`src/rtl/dmem_arbiter_pkg.sv`:
```
`default_nettype none
// ============================================================================
//  Module  : dmem_arbiter_pkg
//  Purpose : Shared constants and the response-owner type for the data-memory
//            arbiter.
//  Contents: SUBCORE_NUM        - default number of subcore requesters
//            DATA_MEM_ADDR_W    - default data-memory word-address width
//            arb_owner_t        - response tag owner (MAIN, SUB0, SUB0+1, ...)
//            sub_owner()        - owner code for subcore index i
//  Revision: 1.0 - initial release
// ============================================================================
package dmem_arbiter_pkg;

    localparam int SUBCORE_NUM     = 4;
    localparam int DATA_MEM_ADDR_W = 17;

    // Owner codes are MAIN=0 and subcore i = SUB0+i; eight bits cover any
    // realistic subcore count.
    localparam int c_OWNER_W = 8;

    typedef enum logic [c_OWNER_W-1:0] {
        OWNER_MAIN = 8'd0,
        OWNER_SUB0 = 8'd1
    } arb_owner_t;

    function automatic arb_owner_t sub_owner(input int unsigned idx);
        return arb_owner_t'(c_OWNER_W'(idx + 1));
    endfunction

endpackage
`default_nettype wire

```
`src/rtl/dmem_arbiter_rr_pick.sv`:
```
`default_nettype none
// ============================================================================
//  Module  : dmem_arbiter_rr_pick
//  Purpose : Combinational round-robin selector. Scans the request vector
//            starting at the pointer position and picks the first requester.
//  Ports   : i_req  [N]      request vector
//            i_ptr  [PTR_W]  index with highest priority this cycle (< N)
//            o_gnt  [N]      one-hot grant (zero when nothing requests)
//            o_idx  [PTR_W]  index of the granted requester
//            o_any           at least one request present
//  Revision: 1.0 - initial release
// ============================================================================
module dmem_arbiter_rr_pick #(
    parameter int N     = 4,
    parameter int PTR_W = (N > 1) ? $clog2(N) : 1
) (
    input  logic [N-1:0]     i_req,
    input  logic [PTR_W-1:0] i_ptr,
    output logic [N-1:0]     o_gnt,
    output logic [PTR_W-1:0] o_idx,
    output logic             o_any
);

    // One spare bit so ptr + offset never overflows before the wrap.
    logic [PTR_W:0]   w_sum;
    logic [PTR_W-1:0] w_cand;

    always_comb begin
        o_gnt  = '0;
        o_idx  = '0;
        o_any  = 1'b0;
        w_sum  = '0;
        w_cand = '0;
        for (int k = 0; k < N; k++) begin
            w_sum = {1'b0, i_ptr} + (PTR_W+1)'(k);
            if (w_sum >= (PTR_W+1)'(N)) begin
                w_sum = w_sum - (PTR_W+1)'(N);
            end
            w_cand = w_sum[PTR_W-1:0];
            if (!o_any && i_req[w_cand]) begin
                o_gnt[w_cand] = 1'b1;
                o_idx         = w_cand;
                o_any         = 1'b1;
            end
        end
    end

endmodule
`default_nettype wire

```
`src/rtl/dmem_arbiter.sv`:
```
`default_nettype none
// ============================================================================
//  Module  : dmem_arbiter
//  Purpose : Shares the single data-memory port between the main core and
//            SUBCORE_NUM subcores. One grant per cycle, main core first, then
//            subcores in round-robin order. Response is tagged and returned
//            one cycle after the grant.
//  Config  : `define DMEM_ARB_STARVE_GUARD_EN enables the starvation guard:
//            after STARVE_LIMIT consecutive main wins against a waiting
//            subcore, the round-robin subcore wins for one cycle.
//  Ports   : clk, rstn (synchronous, active-low)
//            main_req_valid/we/addr/din   main-core request
//            main_stall, main_resp_valid   main-core handshake / response
//            sub_req_valid/we/addr/din     per-subcore request
//            sub_req_ready, sub_resp_valid per-subcore grant / response
//            resp_dout                     read data for the active response
//            mem_en/we/addr/din, mem_dout  shared synchronous memory port
//  Revision: 1.0 - initial release
// ============================================================================
module dmem_arbiter
    import dmem_arbiter_pkg::*;
#(
    parameter int SUBCORE_NUM  = dmem_arbiter_pkg::SUBCORE_NUM,
    parameter int ADDR_W       = dmem_arbiter_pkg::DATA_MEM_ADDR_W,
    parameter int STARVE_LIMIT = 8
) (
    input  logic                                clk,
    input  logic                                rstn,

    input  logic                                main_req_valid,
    input  logic                                main_req_we,
    input  logic [ADDR_W-1:0]                   main_req_addr,
    input  logic [31:0]                         main_req_din,
    output logic                                main_stall,
    output logic                                main_resp_valid,

    input  logic [SUBCORE_NUM-1:0]              sub_req_valid,
    input  logic [SUBCORE_NUM-1:0]              sub_req_we,
    input  logic [SUBCORE_NUM-1:0][ADDR_W-1:0]  sub_req_addr,
    input  logic [SUBCORE_NUM-1:0][31:0]        sub_req_din,
    output logic [SUBCORE_NUM-1:0]              sub_req_ready,
    output logic [SUBCORE_NUM-1:0]              sub_resp_valid,

    output logic [31:0]                         resp_dout,

    output logic                                mem_en,
    output logic                                mem_we,
    output logic [ADDR_W-1:0]                   mem_addr,
    output logic [31:0]                         mem_din,
    input  logic [31:0]                         mem_dout
);

    localparam int c_PTR_W = (SUBCORE_NUM > 1) ? $clog2(SUBCORE_NUM) : 1;

    logic [c_PTR_W-1:0]     r_rr_ptr;
    logic                   r_tag_valid;
    arb_owner_t             r_tag_owner;

    logic [SUBCORE_NUM-1:0] w_rr_gnt;
    logic [c_PTR_W-1:0]     w_rr_idx;
    logic                   w_rr_any;
    logic                   w_force_sub;
    logic                   w_main_gnt;
    logic                   w_sub_gnt;

    // ------------------------------------------------------------------
    // Round-robin candidate among the subcores
    // ------------------------------------------------------------------
    dmem_arbiter_rr_pick #(
        .N     (SUBCORE_NUM),
        .PTR_W (c_PTR_W)
    ) u_rr_pick (
        .i_req (sub_req_valid),
        .i_ptr (r_rr_ptr),
        .o_gnt (w_rr_gnt),
        .o_idx (w_rr_idx),
        .o_any (w_rr_any)
    );

    // ------------------------------------------------------------------
    // Starvation guard
    // ------------------------------------------------------------------
`ifdef DMEM_ARB_STARVE_GUARD_EN
    localparam int c_CNT_W = (STARVE_LIMIT > 1) ? $clog2(STARVE_LIMIT + 1) : 1;

    logic [c_CNT_W-1:0] r_starve_cnt;

    assign w_force_sub = w_rr_any && (r_starve_cnt == c_CNT_W'(STARVE_LIMIT));

    // Counts main wins against a waiting subcore; saturates at the limit,
    // where the forced subcore grant clears it.
    always_ff @(posedge clk) begin
        if (!rstn) begin
            r_starve_cnt <= '0;
        end else if (w_sub_gnt || !w_rr_any) begin
            r_starve_cnt <= '0;
        end else if (w_main_gnt && (r_starve_cnt != c_CNT_W'(STARVE_LIMIT))) begin
            r_starve_cnt <= r_starve_cnt + 1'b1;
        end
    end
`else
    // Strict main priority; STARVE_LIMIT only matters with the guard, and a
    // sane (non-negative) limit makes this constant zero.
    assign w_force_sub = (STARVE_LIMIT < 0);
`endif

    // ------------------------------------------------------------------
    // Grant decision (suppressed entirely while in reset)
    // ------------------------------------------------------------------
    assign w_main_gnt    = rstn && main_req_valid && !w_force_sub;
    assign w_sub_gnt     = rstn && w_rr_any && !w_main_gnt;
    assign sub_req_ready = w_sub_gnt ? w_rr_gnt : '0;
    assign main_stall    = main_req_valid && !w_main_gnt;

    // ------------------------------------------------------------------
    // Memory port mux; idle port is driven to all zeros
    // ------------------------------------------------------------------
    always_comb begin
        mem_en   = 1'b0;
        mem_we   = 1'b0;
        mem_addr = '0;
        mem_din  = '0;
        if (w_main_gnt) begin
            mem_en   = 1'b1;
            mem_we   = main_req_we;
            mem_addr = main_req_addr;
            mem_din  = main_req_din;
        end else if (w_sub_gnt) begin
            mem_en   = 1'b1;
            mem_we   = sub_req_we[w_rr_idx];
            mem_addr = sub_req_addr[w_rr_idx];
            mem_din  = sub_req_din[w_rr_idx];
        end
    end

    // ------------------------------------------------------------------
    // Round-robin pointer: advances past the subcore just served
    // ------------------------------------------------------------------
    always_ff @(posedge clk) begin
        if (!rstn) begin
            r_rr_ptr <= '0;
        end else if (w_sub_gnt) begin
            if (w_rr_idx == c_PTR_W'(SUBCORE_NUM - 1)) begin
                r_rr_ptr <= '0;
            end else begin
                r_rr_ptr <= w_rr_idx + 1'b1;
            end
        end
    end

    // ------------------------------------------------------------------
    // Response tag: remembers who owns the access issued this cycle
    // ------------------------------------------------------------------
    always_ff @(posedge clk) begin
        if (!rstn) begin
            r_tag_valid <= 1'b0;
            r_tag_owner <= OWNER_MAIN;
        end else begin
            r_tag_valid <= w_main_gnt || w_sub_gnt;
            r_tag_owner <= w_main_gnt ? OWNER_MAIN : sub_owner(int'(w_rr_idx));
        end
    end

    // Responses are gated by rstn so an access in flight when reset is
    // asserted never reports completion.
    assign main_resp_valid = rstn && r_tag_valid && (r_tag_owner == OWNER_MAIN);

    generate
        for (genvar i = 0; i < SUBCORE_NUM; i++) begin : g_sub_resp
            assign sub_resp_valid[i] = rstn && r_tag_valid && (r_tag_owner == sub_owner(i));
        end
    endgenerate

    // Synchronous-read memory already lines up with the tag register.
    assign resp_dout = mem_dout;

endmodule
`default_nettype wire

```
`config.mk`:
```
export PLATFORM = sky130hd
export DESIGN_NAME = dmem_arbiter
export DESIGN_NICKNAME = d
export VERILOG_FILES = /design/src/rtl/dmem_arbiter_pkg.sv /design/src/rtl/dmem_arbiter_rr_pick.sv /design/src/rtl/dmem_arbiter.sv
export SDC_FILE = /design/constraint.sdc
export NUM_CORES = 1
export LEC_CHECK = 0
export CAP_MARGIN = 30
export CORE_AREA = 2 2 149 151
export DETAILED_ROUTE_END_ITERATION = 10
export DIE_AREA = 0 0 151 153
export GPL_TIMING_DRIVEN = 1
export PLACE_DENSITY = 0.56
export SKIP_LAST_GASP = 1
export SYNTH_ARGS = -nofsm -noshare
export SYNTH_HDL_FRONTEND = slang
export SYNTH_SLANG_ARGS = --single-unit
```
`constraint.sdc`:
```
create_clock -name clk -period 7.2 [get_ports clk]
set_input_delay 2.16 -clock clk [delete_from_list [all_inputs] [get_ports clk]]
set_output_delay 2.16 -clock clk [all_outputs]
set_load 0.03 [all_outputs]
```
Word-level counts from Yosys, hierarchy flattened
Cells that the tools add are included.
{"block": "word_totals", "out_inout_bits": 93, "input_bits": 289, "register_bits": 11}
{"block": "classes", "reduce_logical": 24, "mux": 48, "bitwise": 4, "eq_ne": 5, "magnitude_cmp": 13, "add_sub_neg": 9}
{"op": "2-to-1 mux 32 bit", "count": 3}
{"op": "binary-select mux 32 bit (select 2 bit)", "count": 1}
{"op": "2-to-1 mux 17 bit", "count": 3}
{"op": "binary-select mux 17 bit (select 2 bit)", "count": 1}
{"op": "2-to-1 mux 4 bit", "count": 5}
{"op": "2-to-1 mux 2 bit", "count": 9}
{"op": "logical AND 1 bit", "count": 17}
{"op": "2-to-1 mux 1 bit", "count": 17}
{"op": "== test 8 x 2 -> 1 bit (second input constant)", "count": 2}
{"op": "< comparator 2 x 3 -> 1 bit (second input constant)", "count": 5}
{"op": "OR 4 bit", "count": 3}
{"op": "binary-select mux 1 bit (select 2 bit)", "count": 5}
{"op": "greater-or-equal comparator 3 bit (second input constant)", "count": 3}
{"op": "demux 1 bit (select 2 bit)", "count": 4}
{"op": "== test 8 x 1 -> 1 bit (second input constant)", "count": 1}
{"op": "== test 8 x 3 -> 1 bit (second input constant)", "count": 1}
{"op": "greater-or-equal comparator 2 x 1 -> 1 bit (second input constant)", "count": 4}
{"op": "zero test 8 bit", "count": 1}
{"op": "subtractor 2 x 1 -> 2 bit (second input constant)", "count": 4}
{"op": "adder 2 x 1 -> 3 bit (second input constant)", "count": 2}
{"op": "adder 2 x 2 -> 3 bit (second input constant)", "count": 2}
{"op": "zero test 1 bit", "count": 4}
{"op": "greater-or-equal comparator 2 x 3 -> 1 bit (second input constant)", "count": 1}
{"op": "adder 2 x 1 -> 2 bit (second input constant)", "count": 1}
{"op": "4 further kinds", "count": 4}

Longest topological paths before layout
{"block": "depth", "word_depth": 18, "depth_mapped": 14, "ltp_nobuf": 9}

Cells and area by module
From an unflattened synthesis, not the netlist that was laid out.
{"block": "unflattened", "hier_cells": 346, "area_unflattened_um2": 2965.3}
{"module": "dmem_arbiter", "seq_area_each_um2": 120.1, "cells_each": 301, "instances": 1, "area_per_inst_um2": 2543.7}
{"module": "dmem_arbiter_rr_pick", "seq_area_each_um2": 0.0, "cells_each": 45, "instances": 1, "area_per_inst_um2": 421.7}

Worst setup path before layout
No wires, ideal clock.
{"block": "synth_timing", "kind": "input -> output", "from": "input port sub_req_valid[1]", "to": "output port mem_din[22]", "t_arrival_ns": 4.205, "required_ns": 5.040, "cell_stages": 9, "n_path_buf": 4, "path_slack_ns": 0.835, "cell_sequence": "buf_2 -> mux4_2 -> buf_4 -> nand2b_4 -> o221ai_2 -> buf_6 -> buf_4 -> a22oi_1 -> o221ai_1"}
{"block": "synth_between", "elab_chain_len": 16}
{"element": "start, declared", "line": "dmem_arbiter.sv:37", "source": "input logic [SUBCORE_NUM-1:0] sub_req_valid,"}
{"element": "binary-select mux 1 bit (select 2 bit)", "line": "dmem_arbiter_rr_pick.sv:40", "source": "if (!o_any && i_req[w_cand]) begin"}
{"element": "2-to-1 mux 1 bit (implied by the code)", "line": "dmem_arbiter_rr_pick.sv:40"}
{"element": "2-to-1 mux 1 bit", "line": "dmem_arbiter_rr_pick.sv:40"}
{"element": "zero test 1 bit", "line": "dmem_arbiter_rr_pick.sv:40"}
{"element": "logical AND 1 bit", "line": "dmem_arbiter_rr_pick.sv:40"}
{"element": "2-to-1 mux 1 bit", "line": "dmem_arbiter_rr_pick.sv:40"}
{"element": "zero test 1 bit", "line": "dmem_arbiter_rr_pick.sv:40"}
{"element": "logical AND 1 bit", "line": "dmem_arbiter_rr_pick.sv:40"}
{"element": "2-to-1 mux 1 bit", "line": "dmem_arbiter_rr_pick.sv:40"}
{"element": "zero test 1 bit", "line": "dmem_arbiter_rr_pick.sv:40"}
{"element": "logical AND 1 bit", "line": "dmem_arbiter_rr_pick.sv:40"}
{"element": "2-to-1 mux 2 bit or 2-to-1 mux 1 bit (tied branches)", "line": "dmem_arbiter_rr_pick.sv:40"}
{"element": "binary-select mux 32 bit (select 2 bit) or logical AND 1 bit (tied branches)", "line": "dmem_arbiter.sv:132, dmem_arbiter.sv:111"}
{"element": "2-to-1 mux 32 bit (implied by the code) or logical AND 1 bit (tied branches)", "line": "dmem_arbiter.sv:132, dmem_arbiter.sv:111"}
{"element": "2-to-1 mux 32 bit (*)", "line": "dmem_arbiter.sv:128", "source": "end else if (w_sub_gnt) begin"}
{"element": "2-to-1 mux 32 bit (*)", "line": "dmem_arbiter.sv:123", "source": "if (w_main_gnt) begin"}
{"element": "end, declared", "line": "dmem_arbiter.sv:49", "source": "output logic [31:0] mem_din,"}
Every way passes the cells marked *; elsewhere a longest branch is shown, timed or not. The select of a mux whose other input is x is not followed.

Worst setup path after layout
{"block": "layout_timing", "from": "input port sub_req_valid[3]", "to": "output port mem_din[2]"}
Same word-level chain as after synthesis.

==> results.ini <==
[setup_path]
worstPathRequired_ns = 5.04
end_kind = output port
rr_worst_depth = 11
r2r_start = r_rr_ptr[0]
cp-startpoint = sub_req_valid[3]
critPathMaxFanout = 60
endpoint = mem_din[2]
critical_path_class = in2out
critPathLaunchType = primary input
cp.arrival_ns = 4.88
timing.rr.end = r_rr_ptr[1]
r2r_slack_ns = 4.00

[route]
routed_wl_mm = 19.9
drt_iter0_drc = 220
routedWlPerCell_um = 20.7
wl_met1_mm = 8.23
drt_pass1_iterations = 5
met2_length_mm = 9.48
vias = 4928
drc_errors = 0
antenna_left = 0
wl_met3_mm = 1.83
viasPerCell = 5.13
top_layer_used = met4

[global_route]
antenna_found_initial = 0
grt_usage = 0.158
grt_pass1_wl_mm = 28.8
grt_pass1_vias = 5016
grt_max_degree = 61
grt_overflow_total = 0

[synthesis]
syn_avg_cell_area_um2 = 7.95
mappedNetlistNets = 731
ys_ff_latch = 6
netlist_area_um2 = 3440
netlist_instances = 433
synth_cell_types = 42
synthArstFlopShare = 0
ys_seq_area_frac = 0.0349
synth_flop_cell = dfxtp_1
synth_warnings = 0
synth_edf_count = 0

[die]
die_w_um = 151
die_y_um = 153
dieArea_um2 = 23100
ios = 382
initial_utilization = 0.160
core-area_um2 = 21500
rows = 54

[cells_and_area]
drive_above_1_share = 0.131
layout.nets = 981
fillers = 2325
syn_to_final_growth_pct = 91.1
multiInputGateArea_um2 = 2770
seqCellArea_um2 = 120
final_area_um2 = 6580
antennaDiodeCount = 0

[timing]
period_share = 0.978
setup_tns_ns = 0
setup_viol = 0
max_freq_mhz = 142
clock_skew_ns = 0.000902
worst_slew_pin_slew_ns = 0.600
finalMaxSlewViolations = 0
fin_hold_ws_ns = 0.692
slew_headroom = 0.600
setup_ws_ns = 0.158
rsz0062_at_grt = false
hold_viol_final = 0
min_period_ns = 7.04

[clock_network]
cts_max_path_buffers = 2
cts.hold.buffers_added = 0
cts.sinks = 6
clk_pin_slew_ns = 0.03
root_buffer = clkbuf_16
cts_made_buffers = 3
cts_setup_buffers = 0
h-tree-depth = 1
cts_resized = 0
cts_tree = built
insertion_delay_ns = 0.23

[placed_design]
gp_congestion = 0.797
portBuffers = 317
dp_hpwl_mm = 14.8
pre_cts_ws_ns = 0.212
place_area_um2 = 6500

[flow_run]
maxCapViolCount = 0

[pwr]
p_per_area_nw_per_um2 = 114
ir_worst_vdd_v = 0.0000729
leakagePower_nw = 2.72

[status]
status = finished, final reports clean

[min_path]
hp-class = reg2reg

## synth_stat cells, types with 4 or more instances
cell type	instances	area share
a21oi_1	7	0.010
a22o_1	4	0.010
a22oi_1	50	0.11
a41oi_1	50	0.13
and3_1	51	0.093
buf_12	4	0.023
buf_2	8	0.012
buf_4	38	0.083
clkbuf_1	38	0.041
dfxtp_1	6	0.035
ha_1	9	0.033
mux2i_1	58	0.17
mux4_2	4	0.026
nand2_1	11	0.012
nor2_1	9	0.0098
nor2b_1	4	0.0073
o221ai_1	50	0.13
## kinds of logic (layout without fill, tap and decap cells)
group                      Yosys count  after routing  share of synthesized area
AOI/OAI and AO/OA                  172            172                      0.411
buffers and inverters               96            344                      0.173
and+or+nand+nor                     88             88                      0.153
muxes                               62             62                      0.195
adders and majority gates            9              9                     0.0327
DFF                                  6              6                     0.0349
## cells in the final DEF, fill, tap and decap left out, types with 9 or more instances in the layout
cell type / count
clkdlybuf4s50_1: 265
buf_4: 65
mux2i_1: 58
and3_1: 51
a22oi_1: 50
a41oi_1: 50
o221ai_1: 50
nand2_1: 10
nor2_1: 9
ha_1: 9
## routing by layer
layer  up-vias  track usage
met3        32       0.0331
met1      2354        0.196
li1       2275            -
met4         0       0.0387
met2       267        0.277
met5         -            0
## area by class of cell
cell class	count	share of cell area
clock buffers	3	0.0114
inverters	4	0.00228
multi-input cells	331	0.421
flip-flops and latches	6	0.0183
well taps	280	0.0533
repair buffers	337	0.494
## registers in the layout, summed over array words and instances (netlist names)
signal	count
r_tag_owner	3
r_rr_ptr	2
r_tag_valid	1
## per-stage QoR
stage / utilization / std cells / power (mW)
6_report: 0.306 / 961 / 0.752
5_1_grt: 0.306 / 961 / 0.798
4_1_cts: 0.306 / 961 / 0.754
3_5_place_dp: 0.303 / 958 / 0.662
3_3_place_gp: 0.303 / 958 / 0.660
2_1_floorplan: - / 433 / 0.426
## worst min path at each step
stage	slack [ns]	startpoint	endpoint	depth (start not counted)
floorplan	0.61	r_rr_ptr[1]	r_rr_ptr[1]	2
global placement	0.67	r_rr_ptr[1]	r_rr_ptr[1]	2
detailed placement	0.68	r_rr_ptr[1]	r_rr_ptr[1]	2
CTS	0.69	r_rr_ptr[1]	r_rr_ptr[1]	2
global route	0.74	r_rr_ptr[1]	r_rr_ptr[1]	2
finish	0.69	r_rr_ptr[1]	r_rr_ptr[1]	2
## worst max-delay path: stages
cell and delay, ns:
clkdlybuf4s50_1 0.55, mux4_2 0.66, nand2b_4 0.20, o221ai_4 0.24, buf_12 0.33, mux2i_1 0.25, o221ai_1 0.18, buf_4 0.22
## power by group
part           leakage (nW)  switching, mW  internal [mW]
logic                  2.64          0.323          0.299
registers            0.0494        0.00351         0.0363
clock network        0.0370         0.0183         0.0712
Power figures use the tool's default switching activity.
